--- config.mk ---
export PLATFORM = sky130hd
export DESIGN_NAME = random_access_memory_param
export DESIGN_NICKNAME = d
export VERILOG_FILES = /design/src/rtl/random_access_memory_param.sv
export SDC_FILE = /design/constraint.sdc
export NUM_CORES = 1
export LEC_CHECK = 0
export ABC_AREA = 1
export BUFFER_PORTS_ARGS = -buffer_cell sky130_fd_sc_hd__buf_2
export CELL_PAD_IN_SITES_DETAIL_PLACEMENT = 1
export CELL_PAD_IN_SITES_GLOBAL_PLACEMENT = 2
export CORE_MARGIN = 3
export CORE_UTILIZATION = 36
export DETAILED_ROUTE_END_ITERATION = 7
export PLACE_DENSITY = 0.85
export SLEW_MARGIN = 20
export SYNTH_ARGS = -nofsm -noshare
export SYNTH_HDL_FRONTEND = slang
export SYNTH_SLANG_ARGS = --single-unit
--- constraint.sdc ---
create_clock -name clock -period 2.1 [get_ports clock]
set_clock_uncertainty 0.15 [all_clocks]
set_input_delay 0.21 -clock clock [delete_from_list [all_inputs] [get_ports clock]]
set_output_delay 0.21 -clock clock [all_outputs]
set_load 0.01 [all_outputs]
--- src/rtl/random_access_memory_param.sv ---
// random_access_memory_param
//   Simple dual-port register-file RAM with one write port and one read port.
//   After reset, a clear sequencer zeroes every word before accesses are accepted.
//   All state changes on the falling edge of clock.
//
// Ports
//   clock       single clock, falling-edge active
//   reset       synchronous active-high reset, sampled on the falling edge
//   write       write request (datain -> mem[addr_w])
//   datain      write data
//   addr_w      write address
//   read        read request (mem[addr_r] -> dataout, 1-edge latency)
//   addr_r      read address
//   dataout     registered read data, holds between valid reads
//   read_valid  one-cycle pulse: dataout was updated on this edge
//   addr_err    one-cycle pulse: an accepted request used an address >= DEPTH
//   busy        high while the clear sequencer runs
//
// Build option
//   RAM_BYPASS_EN  when defined, a read and write to the same address in the
//                  same cycle return datain (write-first). When undefined, the
//                  read returns the old contents.

module random_access_memory_param #(
  parameter int DATA_W = 10,
  parameter int DEPTH  = 6,
  parameter int ADDR_W = 4
) (
  input  logic              clock,
  input  logic              reset,
  input  logic              write,
  input  logic [DATA_W-1:0] datain,
  input  logic [ADDR_W-1:0] addr_w,
  input  logic              read,
  input  logic [ADDR_W-1:0] addr_r,
  output logic [DATA_W-1:0] dataout,
  output logic              read_valid,
  output logic              addr_err,
  output logic              busy
);

  localparam int IDX_W = (DEPTH > 1) ? $clog2(DEPTH) : 1;
  // One extra bit so that DEPTH == 2**ADDR_W can be represented.
  localparam logic [ADDR_W:0]  DEPTH_L = (ADDR_W+1)'(DEPTH);
  localparam logic [IDX_W-1:0] LAST    = IDX_W'(DEPTH - 1);

  typedef enum logic {ST_CLEAR, ST_READY} state_t;

  state_t            state;
  logic [IDX_W-1:0]  ptr;
  logic [DATA_W-1:0] mem [DEPTH];

  logic              w_ok, r_ok;
  logic              wr_req, rd_req, wr_hit, rd_hit, clr_en;
  logic              mem_we;
  logic [IDX_W-1:0]  mem_wa;
  logic [DATA_W-1:0] mem_wd;
  logic [DATA_W-1:0] rd_data;

  assign w_ok   = {1'b0, addr_w} < DEPTH_L;
  assign r_ok   = {1'b0, addr_r} < DEPTH_L;
  assign wr_req = (state == ST_READY) && !reset && write;
  assign rd_req = (state == ST_READY) && !reset && read;
  assign wr_hit = wr_req && w_ok;
  assign rd_hit = rd_req && r_ok;
  assign clr_en = (state == ST_CLEAR) && !reset;

  // The clear sequencer and the user write share the single write port;
  // they are never active in the same state.
  assign mem_we = clr_en || wr_hit;
  assign mem_wa = clr_en ? ptr : addr_w[IDX_W-1:0];
  assign mem_wd = clr_en ? '0 : datain;

  // Truncated indices are only used when the range check has passed.
`ifdef RAM_BYPASS_EN
  assign rd_data = (wr_hit && (addr_w == addr_r)) ? datain : mem[addr_r[IDX_W-1:0]];
`else
  assign rd_data = mem[addr_r[IDX_W-1:0]];
`endif

  always_ff @(negedge clock) begin
    if (mem_we) begin
      mem[mem_wa] <= mem_wd;
    end
  end

  always_ff @(negedge clock) begin
    if (reset) begin
      state      <= ST_CLEAR;
      ptr        <= '0;
      dataout    <= '0;
      read_valid <= 1'b0;
      addr_err   <= 1'b0;
      busy       <= 1'b1;
    end else begin
      read_valid <= 1'b0;
      addr_err   <= 1'b0;
      case (state)
        ST_CLEAR: begin
          if (ptr == LAST) begin
            state <= ST_READY;
            busy  <= 1'b0;
            ptr   <= '0;
          end else begin
            ptr <= ptr + 1'b1;
          end
        end
        ST_READY: begin
          read_valid <= rd_hit;
          if (rd_hit) begin
            dataout <= rd_data;
          end
          // Both ports out of range in one cycle still yields a single pulse.
          addr_err <= (wr_req && !w_ok) || (rd_req && !r_ok);
        end
        default: begin
          state <= ST_CLEAR;
          ptr   <= '0;
          busy  <= 1'b1;
        end
      endcase
    end
  end

endmodule

Word level (Yosys, flattened, before mapping)

Memory sizes are Yosys's and may differ from the RTL's. A register that Yosys moved wholly into a read port is not among the register bits.
Index checks and enable logic that the tools add are counted.

Flip-flop bits (word level): 7
Memory bits (writable): 60
Output and inout port bits: 13
Logic and storage cells: 34
Memories: 1

Memories:

| name | depth | bits a word | read ports | clocked after memory_dff | wr ports | RTL line | RTL |
|---|---|---|---|---|---|---|---|
| mem  | 6     | 10          | 1          | 1                        | 1        | 51       | `logic [DATA_W-1:0] mem [DEPTH];` |

$add $sub $neg: 1
Magnitude comparators: 2
Eq/ne operators: 1
Multiplexer cells: 7
Bitwise gates (word level): 1
Reduce and logical (&&, ||, !) cells: 16

Operator list:

| operator                                                   | number |
|---|---|
| 2-to-1 mux 10 bit                                          | 1 |
| logical AND 1 bit                                          | 8 |
| less-than comparator 4 x 3 -> 1 bit, second input constant | 2 |
| 2-to-1 mux 3 bit                                           | 2 |
| 2-to-1 mux 1 bit                                           | 4 |
| AND reduction 2 bit                                        | 2 |
| adder 3 x 1 -> 3 bit, second input constant                | 1 |
| == test 3 bit, second input constant                       | 1 |
| logical NOT 1 bit                                          | 3 |
| logical OR 1 bit                                           | 2 |
| OR reduction 2 bit                                         | 1 |
| NOT 1 bit                                                  | 1 |

Logic depth before layout (Yosys ltp)

Gate-level depths: netlist of run 1.

Depth after elaboration: 7
Mapped depth: 7

==> summary.txt, run 1 <==
Floorplan
  – I/O pin total: 35
  – Die Width: 103.8 um
  – Height of the die: 103.8 um
  – Initial Util: 37.09%
  – Row Count: 35
  – Die area: 10770 um^2
  – Core Footprint: 9284 um^2

Global routing
  – Gr usage total: 19.14%
  – GRT overflow: 0
  – First-pass GRT wire length: 15.93 mm
  – Largest net degree at the start of global routing: 31
  – Number of global-route vias before repair: 3357
  – Antenna violations before repair: 0

Flow run
  – MaxCap Viol Count: 0

Timing
  – Setup Viol. Count Final: 73
  – Slew headroom: 79.94%
  – RSZ-0062 raised after global routing: yes
  – Pins Over Slew Limit: 0
  – Worst-Margin Slew: 0.3005 ns
  – Post-route setup TNS: -15.40 ns
  – Final Hold Fails: 0
  – Final worst slack: -0.2885 ns

Yosys
  – Gate Count Post-Synth: 377
  – XOR/XNOR Fraction of Synth Area: 0%
  – Netlist cell types: 23
  – Post-synthesis sequential area ratio: 62.21%
  – Post-Synth Simple-Gate Area: 20.06%
  – Compound-Gate Fraction of Synth Area: 5.451%
  – Cell Area, Synth: 3443 um^2
  – Dominant synthesized flop cell: edfxtp_1
  – Post-synthesis mux area share: 0%
  – Syn Area/Cell: 9.133 um^2
  – #FFs+latches synth: 77
  – Syn Nets: 399
  – Synth Area in Adders: 0%
  – Main combinational cell family by area after synthesis: simple AND/OR/NAND/NOR gates
  – Async set-reset flop share out of synthesis: 0%
  – Yosys Warn Count: 0
  – Post-synth EDFFs: 60

Critical path
  – CP required: 1.00 ns
  – CP Launch Type: input port
  – Critical path arrival: 1.29 ns
  – CP delay by family, top: buffers and inverters
  – Setup crit start: reset
  – Worst Path Buf+Inv: 5
  – Reg2reg start: state
  – Crit-path cells: buf_8, nor2_4, buf_6, buf_6, o211ai_1, buf_4, nor2_4, clkbuf_16
  – Max incr delay on CP: 0.18 ns
  – Worst-path cell with the longest stage delay: clkbuf_16
  – Worst setup EP type: flop
  – Crit path max fanout: 6
  – Crit path kind: in -> reg

Placement
  – Cell Area, Placed: 4074 um^2
  – Pre-CTS WS: -0.7049 ns
  – I/O Buffers: 34
  – Placed cells: 561
  – Final GP Congestion: 0.7378
  – Hpwl dp: 6.304 mm

Power and ir drop
  – P_leak: 2.550 nW
  – Internal power: 2.736 mW
  – P_sw: 1.247 mW
  – Part of the power in registers: 43.3%
  – Pwr dens: 825.4 nW/um^2
  – VDD IR max: 0.3712 mV
  – Comb pwr share: 9.1%
  – Clock power frac: 47.7%
  – Switch share: 31.30%

Clocking
  – Total CTS buffers: 9
  – Worst skew pair latency: 0.41 ns
  – CTS tree: yes
  – Clock Sinks: 77
  – Reg clk slew, reported paths: 0.03 ns
  – Max clock buf depth: 2
  – CTS Root Cell: clkbuf_8
  – CTS Hold Bufs: 0
  – H-tree level count: 3

Layout
  – Area grow syn2layout: 40.12%
  – Final nets: 551
  – Non-Filler Instances: 663
  – Final Cell Area: 4825 um^2
  – Diode count: 0
  – Share of post-route cells with drive strength above 1: 24.72%

Status
  – Run status: finished, violations left
  – Failing checks: setup timing

Detailed routing
  – DR WL/cell: 14.82 um
  – Via density: 4.486
  – WL final: 9.823 mm
  – 1st-iter DRT viols: 95
  – DRC: 0
  – DRT Pass-1 Iters: 4
  – Antenna viol nets, final: 0
  – Total via count in the routed design: 2974

Worst hold path
  – Hold path start: busy
  – Hold Path Class: reg -> reg
-- registers in the layout, summed over array words and instances (netlist names) --
register / count
mem: 60
read_valid: 1
ptr: 3
busy: 1
state: 1
addr_err: 1
dataout: 10
-- placed cells by master, fill, tap and decap left out, types with 2 or more instances in the layout --
master and n:
o21ai_1 2, inv_6 2, buf_6 13, clkinv_1 2, clkbuf_8 9, dfxtp_1 6
dfxtp_2 11, edfxtp_1 60, buf_12 8, bufinv_16 2, inv_1 165, nor2_4 9
nand2_2 2, buf_2 22, nand2_1 105, nand3_1 33, buf_4 32, inv_2 3
a21oi_1 14, nor2_1 12, a21oi_2 9
-- path summary, 6_finish.rpt --
| kind | endpoint | slack, ns | cells after the start |
|---|---|---|---|
| setup / recovery | mem[0][3] | -0.29 | 8 |
| hold reg to reg | busy | 0.32 | 2 |
| hold / removal | busy | 0.32 | 2 |
| setup reg to reg | mem[0][3] | 0.17 | 7 |
-- stage by stage --
| step | power [mW] | util (%) | hold slack (ns) |
|---|---|---|---|
| finish | 3.982 | 51.97 | 0.3158 |
| global route | 4.271 | 51.97 | 0.3604 |
| CTS | 4.070 | 52.10 | 0.3178 |
| global placement | 2.270 | 43.88 | 0.3008 |
| floorplan | 2.132 | - | 0.3099 |
| detailed placement | 2.287 | 43.88 | 0.3034 |
-- worst reg2reg max path, delay by kind of cell, from the launching register on --
family,cells,cell delay [ns]
buffers and inverters,3,0.49
flip-flops,1,0.48
AO/OA/AOI/OAI,2,0.26
AND/OR/NAND/NOR,2,0.25
-- power groups by stage --
stage,combinational [mW],sequential [mW],clock [mW]
2_1_floorplan,0.173,1.74,0.222
4_1_cts,0.370,1.72,1.98
6_report,0.362,1.72,1.90
3_5_place_dp,0.321,1.74,0.222
5_1_grt,0.404,1.72,2.15
3_3_place_gp,0.306,1.74,0.222
-- synth_stat cells, types with 2 or more instances --
cell type    n  share of area (%)
nand2_1    107                 12
inv_1       89                9.7
edfxtp_1    60                 52
nand3_1     33                4.8
nor2_1      18                2.0
dfxtp_1     17                9.9
a21oi_1     14                2.0
a21oi_2      9                2.3
buf_2        8                1.2
inv_2        3               0.33
o21ai_1      3               0.44
buf_6        2               0.65
clkbuf_1     2               0.22
clkinv_1     2               0.22
nor2_4       2               0.65
-- layer usage --
metal  global-route usage, %  vias to the layer above  wire, um
met3                   7.165                       15       419
met4                   7.787                        0       153
met2                   36.07                       69      5496
met1                   18.61                     1426      3753
met5                       0                        -         0
li1                        -                     1464         -
-- logic make-up (layout without fill, tap and decap cells) --
| group | Yosys count | in the layout |
|---|---|---|
| AO/OA/AOI/OAI | 29 | 29 |
| AND/OR/NAND/NOR | 165 | 165 |
| buffers and inverters | 106 | 263 |
| flip-flops | 77 | 77 |
-- layout make-up --
type	count	area (um^2)
Fill cell	1126	4459
Inverter	93	349.1
Clock inverter	84	392.9
Multi-Input combinational cell	194	944.7
Tap cell	129	161.4
Timing Repair Buffer	77	696.9
Sequential cell	77	2156
Clock buffer	9	123.9
-- repair_timing --
| action | in CTS | in global routing |
|---|---|---|
| resized for setup | 33 | 2 |
| endpoints found under the setup margin | 73 | 119 |
| cloned | 1 | 0 |
| pin swaps | 9 | 0 |
| setup buffers | 10 | 0 |
Note: power is estimated with default switching activity, not from simulation.
==> run 2: changes to the inputs <==
--- a/config.mk
+++ b/config.mk
@@ -13,6 +13,7 @@
 export CORE_UTILIZATION = 36
 export DETAILED_ROUTE_END_ITERATION = 7
 export PLACE_DENSITY = 0.85
+export REMOVE_ABC_BUFFERS = 1
 export SLEW_MARGIN = 20
 export SYNTH_ARGS = -nofsm -noshare
 export SYNTH_HDL_FRONTEND = slang
==> run 2 against run 1 <==
Largest cell class unchanged. Total power grew 1.8%. Combinational power grew 2%. Critical endpoint is now mem[0][5]. Via count grew 2.7%. Critical path type unchanged. Sequential power is essentially flat. First-iteration DRC count grew 28%. The run still ends with setup timing left. Global-route usage grew 2.8 points. Highest routed layer unchanged. Non-clock buffer count is the same. Register-to-register slack gained 0.08 ns. Worst setup slack is essentially flat. Critical path depth shrank 1.
==> summary.txt, run 2 (same netlist as run 1, synthesis figures left out) <==
Global routing
  – Gr usage total: 21.95%
  – Antenna violations before repair: 0
  – Number of global-route vias before repair: 3504
  – First-pass GRT wire length: 17.79 mm
  – GRT overflow: 0
  – Largest net degree at the start of global routing: 31

Timing
  – Worst-Margin Slew: 0.2955 ns
  – Final worst slack: -0.2886 ns
  – Slew headroom: 80.21%
  – Setup Viol. Count Final: 133
  – Pins Over Slew Limit: 0
  – RSZ-0062 raised after global routing: yes
  – Final Hold Fails: 0

Critical path
  – R2R Setup Slk: 0.25 ns
  – Most used cell, CP: buf_4
  – Worst setup EP type: flop
  – Crit-path cells: buf_8, nor2_4, buf_4, buf_4, o211ai_1, nor2_1, buf_6
  – Crit path kind: in -> reg
  – Worst-path cell with the longest stage delay: nor2_4
  – Reg2reg start: state
  – CP delay by family, top: buffers and inverters
  – Worst Path Buf+Inv: 4
  – Max incr delay on CP: 0.21 ns
  – R2R cell count: 7
  – Critical path arrival: 1.29 ns
  – Crit path max fanout: 10
  – CP Launch Type: input port
  – CP required: 1.00 ns
  – Reg-to-Reg End: mem[2][5]

Clocking
  – H-tree level count: 3
  – Clock Sinks: 77
  – Worst skew pair latency: 0.44 ns
  – Reg clk slew, reported paths: 0.03 ns
  – CTS tree: yes
  – Total CTS buffers: 9
  – CTS Root Cell: clkbuf_8
  – Max clock buf depth: 2
  – CTS Hold Bufs: 0

Detailed routing
  – DRC: 0
  – Total via count in the routed design: 3053
  – WL final: 11.55 mm
  – Antenna viol nets, final: 0
  – DR WL/cell: 17.42 um
  – DRT Pass-1 Iters: 4
  – Via density: 4.605
  – 1st-iter DRT viols: 122

Layout
  – Diode count: 0
  – Filler cell count in the final layout: 1131
  – Largest registers: mem (60), dataout (10), ptr (3)
  – Area grow syn2layout: 38.59%
  – Most frequent cells in the layout: inv_1, nand2_1, edfxtp_1
  – Reg area: 2156 um^2
  – Multi-input logic area: 957.2 um^2
  – Final Cell Area: 4772 um^2
  – Largest register FFs: 60
  – Top reg by flops: mem
  – Final nets: 551
  – Share of post-route cells with drive strength above 1: 25.28%
  – Most common cell after layout, fill and taps aside: inv_1

Placement
  – Hpwl dp: 6.335 mm
  – Pre-CTS WS: -0.6620 ns
  – Final GP Congestion: 0.7705
  – I/O Buffers: 34
  – Cell Area, Placed: 3993 um^2

Power and ir drop
  – VDD IR max: 0.6138 mV
  – Pwr dens: 849.8 nW/um^2
  – P_leak: 2.540 nW

Worst hold path
  – Worst hold endpoint: busy
  – Hold path start: busy
  – Worst Hold Depth: 2
  – Hold Path Class: reg -> reg

Floorplan
  – I/O pin total: 35
  – Core Footprint: 9284 um^2
  – Row Count: 35
  – Initial Util: 37.09%
  – Die Width: 103.8 um
  – Height of the die: 103.8 um
  – Die area: 10770 um^2

Flow run
  – MaxCap Viol Count: 0

Status
  – Failing checks: setup timing
  – Run status: finished, violations left
## run 2: layout make-up
| class | instances | area share [%] |
|---|---|---|
| Inverter | 93 | 7.394 |
| Sequential cell | 77 | 45.18 |
| Clock buffer | 9 | 2.596 |
| Timing Repair Buffer | 77 | 13.29 |
| Tap cell | 129 | 3.382 |
| Clock inverter | 84 | 8.102 |
| Multi-Input combinational cell | 194 | 20.06 |
## run 2: worst register-to-register path: stages (launching register included)
cell and delay [ns]:
dfxtp_1 0.47, inv_2 0.09, nor2_2 0.11, nand2_1 0.09, o21bai_4 0.19, nand2_4 0.11
nor2_4 0.19, buf_6 0.16
## run 2: stage by stage
stage	setup TNS (ns)	cells	power, mW	hold slack [ns]	util [%]
CTS	-9.558	661	4.061	0.3202	51.12
global route	-27.09	663	4.324	0.3692	51.40
finish	-25.72	663	4.055	0.3280	51.40
detailed placement	-62.90	563	2.266	0.3047	43.01
floorplan	-45.34	365	2.100	0.3100	-
global placement	-57.27	563	2.251	0.3093	43.01
## run 2: what timing repair did
item | 4_1_cts | 5_1_grt
buffers inserted | 2 | 2
gates resized for setup | 58 | 3
pin swaps | 7 | 5
hold endpoints to repair | 0 | 0
endpoints found under the setup margin | 73 | 141
gates cloned | 4 | 0
## run 2: worst max path at each step
stage,slack [ns],from,endpoint,depth (start not counted)
2_1_floorplan,-0.76,reset,mem[2][0],4
3_3_place_gp,-0.61,reset,mem[3][6],6
3_5_place_dp,-0.66,reset,mem[2][1],6
4_1_cts,-0.19,reset,mem[2][9],6
5_1_grt,-0.32,reset,mem[0][4],7
6_report,-0.29,reset,mem[0][5],7
## run 2: report_power, final
part           internal, mW  switching [mW]
Sequential             1.70          0.0177
Combinational         0.137           0.233
Clock                 0.872            1.09
## run 2: per-layer routing
| metal | GRT usage (%) | part of all wire [%] | vias up |
|---|---|---|---|
| met5 | 0 | 0 | - |
| met4 | 9.212 | 2.1 | 0 |
| met3 | 8.536 | 3.9 | 21 |
| met2 | 39.14 | 53 | 79 |
| met1 | 22.97 | 41 | 1486 |
| li1 | - | - | 1467 |
